## src/rtl/simd_inst_sequencer_pkg.sv

```systemverilog
// Shared SIMD configuration package.
// Holds the machine-wide warp/register/program sizes and the packed ALU
// instruction layout. The sequencer and the ALU-side decode both use it.
// No ports (package).
package TauCfg;

  localparam int MAX_WARP            = 8;
  localparam int WARP_REG_ADDR_SPACE = 32;
  localparam int SIMD_N_INST         = 16;
  localparam int REG_ABW             = $clog2(WARP_REG_ADDR_SPACE);
  localparam int ALU_INST_BW         = 24 + REG_ABW;

  // Field order is MSB first, so reg_off ends up in the LSBs of the word.
  typedef struct packed {
    logic [2:0]         rsvd;
    logic [2:0]         opcode;
    logic [4:0]         shamt;
    logic [2:0]         a;
    logic [2:0]         b;
    logic [2:0]         c;
    logic               to_reg;
    logic [1:0]         to_dram;
    logic               to_temp;
    logic [REG_ABW-1:0] reg_off;
  } AluInst;

endpackage

```

## src/rtl/simd_inst_sequencer_decode.sv

```systemverilog
// SimdInstDecode: combinational slice of one instruction word into AluInst
// fields plus the per-warp register write address.
// Ports:
//   inst_i      - raw instruction word
//   warp_id_i   - warp owning the instruction
//   fields_o    - decoded AluInst
//   reg_waddr_o - {warp_id, reg_off}; REG_ADDR is a power of two so the
//                 warp_id*REG_ADDR + reg_off product reduces to a concat
module SimdInstDecode
  import TauCfg::*;
#(
  parameter int WID_BW   = 3,
  parameter int SRAM_ABW = WID_BW + REG_ABW
) (
  input  logic [ALU_INST_BW-1:0] inst_i,
  input  logic [WID_BW-1:0]      warp_id_i,
  output AluInst                 fields_o,
  output logic [SRAM_ABW-1:0]    reg_waddr_o
);

  assign fields_o    = AluInst'(inst_i);
  assign reg_waddr_o = {warp_id_i, fields_o.reg_off};

endmodule

```

## src/rtl/simd_inst_sequencer.sv

```systemverilog
// simd_inst_sequencer: walks a warp's program window n_rep times and issues
// one registered instruction per op_rdy/op_ack handshake into the SIMD ALU.
// Ports:
//   i_clk, i_rst            - clock, synchronous active-high reset
//   warp_rdy / warp_ack     - warp descriptor handshake (ack only in IDLE)
//   i_warp_id, i_pc_beg,
//   i_n_inst, i_n_rep       - warp descriptor
//   i_insts                 - instruction slots, static while busy
//   op_rdy / op_ack         - ALU issue handshake
//   o_opcode .. o_to_temp   - registered decoded fields
//   o_reg_waddr             - registered {warp_id, reg_off}
//   o_last                  - current op is the warp's final instruction
//   done_dval, o_done_warp_id - one-cycle completion pulse and warp id
module simd_inst_sequencer #(
  parameter int N_INST   = TauCfg::SIMD_N_INST,
  parameter int MAX_WARP = TauCfg::MAX_WARP,
  parameter int REG_ADDR = TauCfg::WARP_REG_ADDR_SPACE,
  parameter int REP_BW   = 8,
  localparam int PC_BW    = $clog2(N_INST),
  localparam int WID_BW   = $clog2(MAX_WARP),
  localparam int SRAM_ABW = $clog2(MAX_WARP * REG_ADDR),
  localparam int INST_BW  = 24 + $clog2(REG_ADDR)
) (
  input  logic                             i_clk,
  input  logic                             i_rst,
  input  logic                             warp_rdy,
  output logic                             warp_ack,
  input  logic [WID_BW-1:0]                i_warp_id,
  input  logic [PC_BW-1:0]                 i_pc_beg,
  input  logic [PC_BW:0]                   i_n_inst,
  input  logic [REP_BW-1:0]                i_n_rep,
  input  logic [N_INST-1:0][INST_BW-1:0]   i_insts,
  output logic                             op_rdy,
  input  logic                             op_ack,
  output logic [2:0]                       o_opcode,
  output logic [4:0]                       o_shamt,
  output logic [2:0]                       o_a,
  output logic [2:0]                       o_b,
  output logic [2:0]                       o_c,
  output logic                             o_to_reg,
  output logic [1:0]                       o_to_dram,
  output logic                             o_to_temp,
  output logic [SRAM_ABW-1:0]              o_reg_waddr,
  output logic                             o_last,
  output logic                             done_dval,
  output logic [WID_BW-1:0]                o_done_warp_id
);

  typedef enum logic {IDLE = 1'b0, ISSUE = 1'b1} state_e;

  localparam logic [PC_BW-1:0] PC_ONE  = PC_BW'(1);
  localparam logic [PC_BW:0]   CNT_ONE = (PC_BW + 1)'(1);
  localparam logic [REP_BW:0]  REP_ONE = (REP_BW + 1)'(1);

  state_e               state_q, state_d;
  logic [PC_BW-1:0]     pc_q, pc_d, pc_beg_q, pc_beg_d;
  logic [PC_BW:0]       cnt_q, cnt_d, n_inst_q, n_inst_d, cnt_inc_s;
  logic [REP_BW-1:0]    rep_q, rep_d, n_rep_q, n_rep_d;
  logic [REP_BW:0]      rep_inc_s;
  logic [WID_BW-1:0]    wid_q, wid_d, done_id_q, done_id_d, sel_wid_s;
  logic                 done_q, done_d, last_q, last_d, load_s, warp_ack_s;
  logic [PC_BW-1:0]     sel_pc_s;
  TauCfg::AluInst       fld_q, dec_s;
  logic [SRAM_ABW-1:0]  waddr_q, dec_waddr_s;
  logic                 rsvd_unused_s;

  // True when (cnt, rep) addresses the final instruction of the final pass.
  function automatic logic is_last(input logic [PC_BW:0] cnt, input logic [REP_BW:0] rep1,
                                   input logic [PC_BW:0] n_inst, input logic [REP_BW-1:0] n_rep);
    return ((cnt + CNT_ONE) == n_inst) && (rep1 == {1'b0, n_rep});
  endfunction

  assign cnt_inc_s = cnt_q + CNT_ONE;
  assign rep_inc_s = {1'b0, rep_q} + REP_ONE;

  // Decode sits on the next-pc mux so fields register in the ack cycle.
  SimdInstDecode #(.WID_BW(WID_BW), .SRAM_ABW(SRAM_ABW)) u_decode (
    .inst_i      (i_insts[sel_pc_s]),
    .warp_id_i   (sel_wid_s),
    .fields_o    (dec_s),
    .reg_waddr_o (dec_waddr_s)
  );

  // Next-state, counter advance and field-load control.
  always_comb begin
    state_d    = state_q;
    pc_d       = pc_q;
    pc_beg_d   = pc_beg_q;
    cnt_d      = cnt_q;
    n_inst_d   = n_inst_q;
    rep_d      = rep_q;
    n_rep_d    = n_rep_q;
    wid_d      = wid_q;
    done_d     = 1'b0;
    done_id_d  = done_id_q;
    last_d     = last_q;
    load_s     = 1'b0;
    sel_pc_s   = pc_q;
    sel_wid_s  = wid_q;
    warp_ack_s = 1'b0;
    case (state_q)
      IDLE: begin
        if (warp_rdy) begin
          warp_ack_s = 1'b1;
          pc_beg_d   = i_pc_beg;
          n_inst_d   = i_n_inst;
          n_rep_d    = i_n_rep;
          wid_d      = i_warp_id;
          pc_d       = i_pc_beg;
          cnt_d      = '0;
          rep_d      = '0;
          sel_pc_s   = i_pc_beg;
          sel_wid_s  = i_warp_id;
          load_s     = 1'b1;
          last_d     = is_last('0, REP_ONE, i_n_inst, i_n_rep);
          if ((i_n_inst == '0) || (i_n_rep == '0)) begin
            done_d    = 1'b1;
            done_id_d = i_warp_id;
          end else begin
            state_d = ISSUE;
          end
        end else begin
          state_d = IDLE;
        end
      end
      ISSUE: begin
        if (op_ack) begin
          if (cnt_inc_s < n_inst_q) begin
            cnt_d    = cnt_inc_s;
            pc_d     = pc_q + PC_ONE;   // wraps modulo N_INST
            sel_pc_s = pc_q + PC_ONE;
            load_s   = 1'b1;
            last_d   = is_last(cnt_inc_s, rep_inc_s, n_inst_q, n_rep_q);
          end else if (rep_inc_s < {1'b0, n_rep_q}) begin
            cnt_d    = '0;
            pc_d     = pc_beg_q;
            rep_d    = rep_inc_s[REP_BW-1:0];
            sel_pc_s = pc_beg_q;
            load_s   = 1'b1;
            last_d   = is_last('0, rep_inc_s + REP_ONE, n_inst_q, n_rep_q);
          end else begin
            state_d   = IDLE;
            done_d    = 1'b1;
            done_id_d = wid_q;
          end
        end else begin
          state_d = ISSUE;
        end
      end
      default: state_d = IDLE;
    endcase
  end

  // State, descriptor, counters and registered outputs.
  always_ff @(posedge i_clk) begin
    if (i_rst) begin
      state_q   <= IDLE;
      pc_q      <= '0;
      pc_beg_q  <= '0;
      cnt_q     <= '0;
      n_inst_q  <= '0;
      rep_q     <= '0;
      n_rep_q   <= '0;
      wid_q     <= '0;
      done_q    <= 1'b0;
      done_id_q <= '0;
      last_q    <= 1'b0;
      fld_q     <= '0;
      waddr_q   <= '0;
    end else begin
      state_q   <= state_d;
      pc_q      <= pc_d;
      pc_beg_q  <= pc_beg_d;
      cnt_q     <= cnt_d;
      n_inst_q  <= n_inst_d;
      rep_q     <= rep_d;
      n_rep_q   <= n_rep_d;
      wid_q     <= wid_d;
      done_q    <= done_d;
      done_id_q <= done_id_d;
      last_q    <= last_d;
      if (load_s) begin
        fld_q   <= dec_s;
        waddr_q <= dec_waddr_s;
      end
    end
  end

  assign rsvd_unused_s  = ^fld_q.rsvd;
  assign warp_ack       = warp_ack_s;
  assign op_rdy         = (state_q == ISSUE);
  assign o_opcode       = fld_q.opcode;
  assign o_shamt        = fld_q.shamt;
  assign o_a            = fld_q.a;
  assign o_b            = fld_q.b;
  assign o_c            = fld_q.c;
  assign o_to_reg       = fld_q.to_reg;
  assign o_to_dram      = fld_q.to_dram;
  assign o_to_temp      = fld_q.to_temp;
  assign o_reg_waddr    = waddr_q;
  assign o_last         = last_q;
  assign done_dval      = done_q;
  assign o_done_warp_id = done_id_q;

  SimdInstSeqChk u_chk (
    .clk_i    (i_clk),
    .rst_i    (i_rst),
    .op_rdy_i (op_rdy),
    .op_ack_i (op_ack)
  );

endmodule

// SimdInstSeqChk: protocol checker; an ack with no pending op is illegal
// and is otherwise ignored by the sequencer.
// Ports: clk_i, rst_i, op_rdy_i, op_ack_i.
module SimdInstSeqChk (
  input logic clk_i,
  input logic rst_i,
  input logic op_rdy_i,
  input logic op_ack_i
);

  // Flag op_ack raised while no op is offered.
  always_ff @(posedge clk_i) begin
    if (!rst_i) begin
      assert (!(op_ack_i && !op_rdy_i)) else $error("op_ack asserted without op_rdy");
    end
  end

endmodule
```

## config.mk

```make
export PLATFORM = sky130hd
export DESIGN_NAME = simd_inst_sequencer
export DESIGN_NICKNAME = d
export VERILOG_FILES = /design/src/rtl/simd_inst_sequencer_pkg.sv /design/src/rtl/simd_inst_sequencer_decode.sv /design/src/rtl/simd_inst_sequencer.sv
export SDC_FILE = /design/constraint.sdc
export NUM_CORES = 1
export LEC_CHECK = 0
export ABC_AREA = 1
export BUFFER_PORTS_ARGS = -buffer_cell sky130_fd_sc_hd__clkbuf_2
export CAP_MARGIN = 20
export CORE_AREA = 2 2 202 204
export CTS_CLUSTER_DIAMETER = 80
export CTS_CLUSTER_SIZE = 16
export DETAILED_ROUTE_END_ITERATION = 8
export DIE_AREA = 0 0 204 206
export SYNTH_ARGS = -nofsm -noshare
export SYNTH_HDL_FRONTEND = slang
export SYNTH_SLANG_ARGS = --single-unit
```

## constraint.sdc

```tcl
create_clock -name i_clk -period 3.6 [get_ports i_clk]
set_input_delay 0.9 -clock i_clk [delete_from_list [all_inputs] [get_ports i_clk]]
set_output_delay 0.9 -clock i_clk [all_outputs]
set_load 0.005 [all_outputs]
```

# Word level (Yosys, flattened, before mapping)
# Index checks and enable logic that the tools add are counted.
dict set report word_totals {
  reg_bits 72
  elab_cells 98
  out_inout_bits 36
}
dict set report op_classes {
  muxes 46
  bitwise_logic 1
  n_eq_ne 13
  order_cmp 3
  n_reduce_logical 10
  addsub 5
}
# operator count
set ops {}
lappend ops {{29-bit binary-select mux with 4-bit select} 1}
lappend ops {{8-bit 2-to-1 mux} 4}
lappend ops {{26-bit 2-to-1 mux} 1}
lappend ops {{3-bit 2-to-1 mux} 7}
lappend ops {{5-bit 2-to-1 mux} 4}
lappend ops {{9-bit by 8-bit == test with 1-bit output} 2}
lappend ops {{1-bit 2-to-1 mux} 17}
lappend ops {{4-bit 2-to-1 mux} 4}
lappend ops {{8-bit case mux with 2 select lines} 1}
lappend ops {{5-bit by 1-bit adder with 5-bit output (second input constant)} 2}
lappend ops {{1-bit by 5-bit == test with 1-bit output (first input constant)} 2}
lappend ops {{2-bit != test (second input constant)} 5}
lappend ops {{5-bit case mux with 2 select lines} 1}
lappend ops {{8-bit by 1-bit adder with 9-bit output (second input constant)} 1}
lappend ops {{9-bit by 1-bit adder with 9-bit output (second input constant)} 1}
lappend ops {{9-bit by 8-bit less-than comparator with 1-bit output} 1}
lappend ops {{1-bit by 8-bit == test with 1-bit output (first input constant)} 1}
lappend ops {{8-bit zero test} 1}
lappend ops {{1-bit case mux with 2 select lines} 4}
lappend ops {{4-bit case mux with 2 select lines} 1}
lappend ops {{3-bit case mux with 2 select lines} 1}
lappend ops {{5-bit == test} 1}
lappend ops {{5-bit zero test} 1}
lappend ops {{4-bit by 5-bit less-than comparator with 1-bit output (second input constant)} 1}
lappend ops {{11 further kinds} 13}

# Longest topological paths before layout
# Gate-level depths: netlist of run 1.
dict set report depth {
  word_depth 8
  ltp_mapped 27
  mapped_depth_nobuf 25
}

# Modules after synthesis
# From an unflattened synthesis of run 1, not the netlist that was laid out.
dict set report unflattened {
  cells_unflattened 1929
  area_unflattened_um2 9995.8
}
# mod n_inst area_each_um2 cells_each seq_area_each_um2
set by_module_without_submodules {}
lappend by_module_without_submodules {simd_inst_sequencer 1 9718.1 1892 1441.4}
lappend by_module_without_submodules {SimdInstDecode 1 277.8 37 0.0}

# Worst setup path after synthesis of run 1
# No wires, ideal clock.
dict set report synth_path {
  path_kind {register to register}
  start {register rep_q[0]}
  end {register fld_q, in the netlist o_a[0]}
  required_ns 3.491
  setup_ns 0.109
  slack_ns 0.414
  path_stages_with_launch 24
  path_buffers 1
  arrival_ns 3.077
  period_less_slack_ns 3.186
  path_cell_list {dfxtp_1 -> ha_1 -> nand3_2 -> nor2_1 -> xor2_1 -> inv_1 -> ha_1 -> nand2_1 -> nand2_1 -> nand2_1 -> nand2_1 -> nor2_2 -> nand2_4 -> a21oi_1 -> o21ai_0 -> o211ai_1 -> nand2_1 -> nand2_2 -> clkinv_1 -> clkbuf_1 -> nand3_1 -> nand3_1 -> nand2_1 -> inv_1}
}
dict set report synth_between {
  elab_chain_len 8
  word_cells_on_any_way 12
  cone_classes {1 x add/sub; 1 x order compare; 10 x mux}
}
# element line_no
set synth_lines {}
lappend synth_lines {{start: declaration} simd_inst_sequencer.sv:58} ;# logic [REP_BW-1:0] rep_q, rep_d, n_rep_q, n_rep_d;
lappend synth_lines {{start signal: assignment} simd_inst_sequencer.sv:176} ;# rep_q <= rep_d;
lappend synth_lines {{8-bit by 1-bit adder with 9-bit output *} simd_inst_sequencer.sv:74} ;# assign rep_inc_s = {1'b0, rep_q} + REP_ONE;
lappend synth_lines {{9-bit by 8-bit less-than comparator with 1-bit output *} simd_inst_sequencer.sv:134} ;# end else if (rep_inc_s < {1'b0, n_rep_q}) begin
lappend synth_lines {{4-bit 2-to-1 mux (3 in a row)} -}
lappend synth_lines {{4-bit case mux with 2 select lines} simd_inst_sequencer.sv:101} ;# case (state_q)
lappend synth_lines {{29-bit binary-select mux with 4-bit select} simd_inst_sequencer.sv:78} ;# .inst_i (i_insts[sel_pc_s]),
lappend synth_lines {{26-bit 2-to-1 mux (not written as such)} simd_inst_sequencer.sv:78}
lappend synth_lines {{end signal: assignment} simd_inst_sequencer.sv:183} ;# fld_q <= dec_s;
lappend synth_lines {{end: declaration} simd_inst_sequencer.sv:63} ;# TauCfg::AluInst fld_q, dec_s;
# Mark *: on every way between the ends. The rest lies on a longest branch, timed or not. The select of a mux whose other input is x is not followed.
# A chain may end at the register's enable or synchronous reset.

# Final worst setup path of run 1
dict set report layout_path {
  start {register rep_q[0]}
  end {register fld_q, in the netlist o_b[2]}
}
# The elaborated chain is that of the path after synthesis.

==> results of run 1 <==
how the worst max path moves through the flow:
stage	to	depth (start not counted)	from	slack [ns]
6_report	o_b[2]	26	rep_q[0]	0.13
5_1_grt	o_c[0]	27	rep_q[0]	-0.07
4_1_cts	o_opcode[2]	22	rep_q[1]	-0.01
3_5_place_dp	o_shamt[4]	22	rep_q[1]	-0.11
3_3_place_gp	o_a[0]	25	rep_q[0]	-0.08
2_1_floorplan	o_a[0]	23	rep_q[0]	0.41
cells by family after synthesis:
family	after synthesis	share of synthesized area
compound gates	100	0.05773
simple gates	1110	0.5298
buf+inv	477	0.2115
flops	72	0.1550
xor+xnor	23	0.02167
fa+ha+maj	18	0.02422
what timing repair did:
action	in CTS	in global routing
setup endpoints to repair	19	26
gates resized for setup	9	98
hold buffers	0	0
gates cloned	0	12
pin swaps	0	24
buffers inserted	0	10
layer usage:
layer	up-vias	wire length, µm
li1	6588	-
met1	5926	22690
met2	559	22930
met3	52	3264
met4	4	1229
met5	-	27
power groups by stage:
| stage | Combinational [mW] | Clock (mW) | Sequential, mW |
|---|---|---|---|
| final | 3.34 | 0.867 | 0.961 |
| after floorplan | 1.71 | 0 | 0.968 |
| after CTS | 2.99 | 0.895 | 0.957 |
| after detailed placement | 2.96 | 0 | 0.973 |
| after global routing | 3.68 | 0.932 | 0.973 |
| after global placement | 2.95 | 0 | 0.970 |
worst register-to-register path, delay by kind of cell (launching register included):
| family | cells | cell delay (ns) |
|---|---|---|
| DFF | 1 | 0.37 |
| buffers and inverters | 4 | 0.55 |
| adders and majority gates | 2 | 0.37 |
| xor gates and xnor gates | 1 | 0.21 |
| and+or+nand+nor | 19 | 1.87 |
cells in the final DEF (no fill, tap or decap), types with 36 or more instances in the layout:
| cell type | n |
|---|---|
| clkbuf_2 | 475 |
| buf_4 | 68 |
| nand3_1 | 480 |
| nand3_2 | 64 |
| inv_1 | 347 |
| nand2_1 | 447 |
| o21ai_0 | 36 |
| dfxtp_1 | 67 |
| a21oi_1 | 47 |
| nor2_1 | 86 |
cell type report:
type / instances / area (µm²) / share of cell area
timing repair buffer: 581 / 3684 / 0.2672
clock inverter: 6 / 42.54 / 0.003086
tap: 532 / 665.6 / 0.04828
inverter: 349 / 1310 / 0.09502
clock buffer: 10 / 239.0 / 0.01733
antenna: 3 / 7.507 / 0.0005445
multi-input combinational: 1252 / 6381 / 0.4628
sequential: 72 / 1458 / 0.1057
metrics by stage:
stage | util | std cells | TNS (ns)
2_1_floorplan | - | 1800 | 0
4_1_cts | 0.3225 | 2780 | -0.01550
3_5_place_dp | 0.3142 | 2764 | -0.6186
3_3_place_gp | 0.3142 | 2764 | -0.3024
5_1_grt | 0.3430 | 2803 | -1.474
6_report | 0.3431 | 2805 | 0
==> results.py, run 1 <==
metrics = {
    "final_layout": {
        "design_area_um2": 13790,
        "area_delta_synth_final_pct": 48.28,
        "drive_above_1_share": 0.3062,
        "n_fill_cell": 4529,
        "nNetsFinal": 2771,
    },
    "pwr": {
        "leakagePower_nw": 8.260,
        "combPwrFrac": 0.646,
        "p_int_mw": 2.693,
        "seqPwrFrac": 0.186,
        "totalPowerFinal_mw": 5.170,
        "ir_worst_vdd_mv": 0.2197,
        "switching_share": 0.4791,
        "pwr-share-clk": 0.168,
        "p_per_area_nw_per_um2": 375.0,
        "power.switching_mw": 2.477,
    },
    "yosys": {
        "ys_seq_elements": 72,
        "synth_edf_count": 0,
        "synth-seq-area-share": 0.1550,
        "yosys_warnings": 0,
        "syn_inst": 1800,
        "yosysMostFrequentCell": "nand3_1",
        "synth_ff_type": "dfxtp_1",
        "synthTopCellsByCount": "nand3_1, nand2_1, inv_1",
        "avgSynthCellArea_um2": 5.165,
        "syn-num-nets": 2306,
        "synth_cell_types": 36,
        "async_reset_ff_frac": 0,
        "synth_top_cell_by_area": "nand3_1",
        "synth_area_leaders": "nand3_1, nand2_1, dfxtp_1, inv_1, nor2_1",
        "netlist_area_um2": 9298,
        "netlist.area_leader.share": 0.2923,
    },
    "timing": {
        "slew-limit-headroom": 0.5246,
        "finalHoldViolations": 0,
        "fin_crit_ns": 3.465,
        "slew_viol_final": 0,
        "max_freq_mhz": 288.6,
        "clock_skew_ns": 0.008514,
        "tightest_slew_ns": 0.7123,
        "fin_crit_sh": 0.9626,
        "finalWorstSetupSlack_ns": 0.1347,
        "hold_slack_ns": 0.4688,
        "setup_violations": 0,
    },
    "drt": {
        "vias_per_cell": 4.681,
        "dr.pass1.iters": 6,
        "routed_wl_um": 50140,
        "vias": 13129,
        "drtIter0Drc": 934,
        "wl_per_cell_um": 17.87,
        "drc": 0,
        "ant_nets": 0,
    },
    "critical_path": {
        "start_kind": "flip-flop",
        "crit_type": "reg2reg",
        "worst_path_max_delay_cell": "dfxtp_4",
        "endpoint_kind": "flip-flop",
        "rrSetupSlack_ns": 0.13,
        "r2r_cells": 26,
        "critical_path.max_stage_delay_ns": 0.37,
        "rr_endpoint": "o_b[2]",
        "crit_family": "simple AND/OR/NAND/NOR gates",
        "crit_path_frequent_cell": "nand2_1",
        "r2r-start": "rep_q[0]",
        "worst-path-buf-inv": 4,
        "critPathMaxFanout": 14,
        "cp.arrival_ns": 3.71,
        "critPathRequiredTime_ns": 3.85,
    },
    "die": {
        "die_x_um": 204,
        "io_pins": 524,
        "die-area_um2": 42020,
        "die_h_um": 206,
        "initial_core_util": 0.2314,
        "core_um2": 40180,
        "rows": 74,
    },
    "min_path": {
        "holdPathStages": 2,
        "hold_start": "pc_beg_q[1]",
        "min_to": "pc_beg_q[1]",
        "hold_class": "reg2reg",
    },
    "clock_network": {
        "cts_buffers": 9,
        "cts-htree-levels": 3,
        "cts_sinks": 72,
        "clockBufferDepth": 2,
        "clock_latency_ns": 0.35,
        "cts_tree": "built",
        "path_clk_slew_ns": 0.07,
        "root_buffer": "clkbuf_16",
    },
    "global_route": {
        "antenna_found_initial": 11,
        "grt_busiest_layer": "met2",
        "grt.met3_usage": 0.03169,
        "grt_use_total": 0.2198,
        "met1_usage": 0.2953,
        "grt_pass1_vias": 12334,
        "gr-usage-met2": 0.3673,
        "grt_max_degree": 104,
        "gr-total-overflow": 0,
        "grt_pass1_wl_um": 69730,
    },
    "placement": {
        "place.gp.congestion": 0.9088,
        "preCtsSetupSlack_ns": -0.1069,
        "placed_area_um2": 12630,
        "numPortBuffers": 475,
        "hpwl_um": 39120,
    },
    "status": {
        "status": "finished clean",
    },
    "flow_run": {
        "drv_cap": 0,
    },
}
(Power assumes the default switching activity.)
==> run 2, diff against run 1 <==
- PLACE_DENSITY: default -> 0.45
==> run 2 against run 1 <==
Effect of this change:
- critical path depth increased by 1
- critical path type unchanged
- utilization is 0.068 points higher
- register-to-register slack better by 0.05 ns
- sequential share of layout area down 0.075 points
- global-route usage grew 1.2 points
- non-clock buffer count rose by 12
- worst hold slack worse by 0.0022 ns
==> results.py, run 2 (synthesized netlist as in run 1, its figures left out) <==
metrics = {
    "drt": {
        "routed_wl_um": 52370,
        "vias_per_cell": 4.627,
        "drtIter0Drc": 1041,
        "ant_nets": 0,
        "drc": 0,
        "vias": 13049,
        "wl_per_cell_um": 18.57,
        "dr.pass1.iters": 5,
    },
    "critical_path": {
        "crit_path_frequent_cell": "nand2_1",
        "crit_type": "reg2reg",
        "worst_path_max_delay_cell": "dfxtp_4",
        "critPathRequiredTime_ns": 3.85,
        "endpoint_kind": "flip-flop",
        "critPathMaxFanout": 24,
        "critical_path.max_stage_delay_ns": 0.37,
        "cp.arrival_ns": 3.66,
        "start_kind": "flip-flop",
        "crit_family": "simple AND/OR/NAND/NOR gates",
        "worst-path-buf-inv": 5,
    },
    "global_route": {
        "grt_use_total": 0.2319,
        "grt_pass1_vias": 12430,
        "grt_pass1_wl_um": 73360,
        "antenna_found_initial": 10,
        "gr-total-overflow": 0,
        "grt_max_degree": 59,
    },
    "timing": {
        "fin_crit_sh": 0.9480,
        "finalHoldViolations": 0,
        "clock_skew_ns": 0.009825,
        "tightest_slew_ns": 0.7772,
        "fin_crit_ns": 3.413,
        "slew_viol_final": 0,
        "hold_slack_ns": 0.4666,
        "max_freq_mhz": 293.0,
        "slew-limit-headroom": 0.4813,
        "setup_violations": 0,
    },
    "clock_network": {
        "clockBufferDepth": 2,
        "clock_latency_ns": 0.34,
        "cts_sinks": 72,
        "root_buffer": "clkbuf_16",
        "cts_tree": "built",
        "cts_buffers": 9,
        "cts-htree-levels": 3,
        "path_clk_slew_ns": 0.07,
    },
    "pwr": {
        "p_per_area_nw_per_um2": 379.3,
        "ir_worst_vdd_mv": 0.1866,
        "leakagePower_nw": 8.296,
    },
    "die": {
        "core_um2": 40180,
        "initial_core_util": 0.2314,
        "die_h_um": 206,
        "io_pins": 524,
        "rows": 74,
        "die_x_um": 204,
        "die-area_um2": 42020,
    },
    "final_layout": {
        "mostFrequentLayoutCells": "nand3_1, clkbuf_2, nand2_1",
        "postLayoutCoreUtil": 0.3438,
        "nNetsFinal": 2782,
        "area_delta_synth_final_pct": 48.58,
        "final_common_cell": "nand3_1",
        "drive_above_1_share": 0.2964,
    },
    "min_path": {
        "hold_class": "reg2reg",
    },
    "placement": {
        "place.gp.congestion": 0.9316,
        "hpwl_um": 41500,
        "numPortBuffers": 475,
    },
    "status": {
        "status": "finished clean",
    },
    "flow_run": {
        "drv_cap": 0,
    },
}
## run 2: cell types whose count changed in the layout (fill, tap and decap cells not counted), sizes merged
cell,delta
buf,+9
bufinv,+1
clkbuf,+2
clkinv,+3
clkinvlp,-1
diode,+4
inv,-2
nand2,-1
## run 2: final timing paths
| kind | cells past startpoint | slack [ns] | start | end |
|---|---|---|---|---|
| setup / recovery | 27 | 0.19 | rep_q[0] | o_to_dram[0] |
| setup reg to reg | 27 | 0.19 | rep_q[0] | o_to_dram[0] |
| hold reg to reg | 2 | 0.47 | pc_beg_q[1] | pc_beg_q[1] |
| hold / removal | 2 | 0.47 | pc_beg_q[1] | pc_beg_q[1] |
## run 2: final cells by class
class                   count  area, µm²
repair buffers            593       3861
clock inverters             7      70.07
flip-flops and latches     72       1450
well taps                 532      665.6
inverters                 349       1315
diodes                      7      17.52
fillers                  4642      26370
multi-input cells        1251       6210
clock buffers               9      225.2
## run 2: stage by stage
step	area (µm²)	worst slack, ns	setup TNS [ns]	total power [mW]	cells
after floorplan	9298	0.4140	0	2.680	1800
after global placement	12720	-0.1018	-0.1136	3.979	2771
after detailed placement	12720	-0.1311	-0.2044	3.994	2771
after CTS	13060	0.02671	0	4.957	2790
after global routing	13800	-0.03474	-0.05815	5.663	2816
final	13810	0.1871	0	5.239	2820
## run 2: power breakdown
group | internal [mW] | switching [mW]
Combinational | 1.33 | 2.03
Sequential | 0.895 | 0.0624
Clock | 0.537 | 0.385
## run 2: worst min-delay path, delay by kind of cell (launching register included)
family / cells / cell delay [ns]
AOI/OAI and AO/OA: 1 / 0.05
DFF: 1 / 0.31
and+or+nand+nor: 1 / 0.06
## run 2: timing repair
action,4_1_cts,5_1_grt
hold buffers,0,0
endpoints found under the setup margin,7,26
gates resized for setup,5,71
buffers inserted,3,11
pin swaps,0,11
cloned,0,12
## run 2: metal layers
metal  share of wire  wire, µm  track usage
met1            0.46     23850       0.3085
met2            0.46     24200       0.3888
met3           0.065      3382      0.04336
met4           0.018       924      0.04969
met5         0.00025        13            0
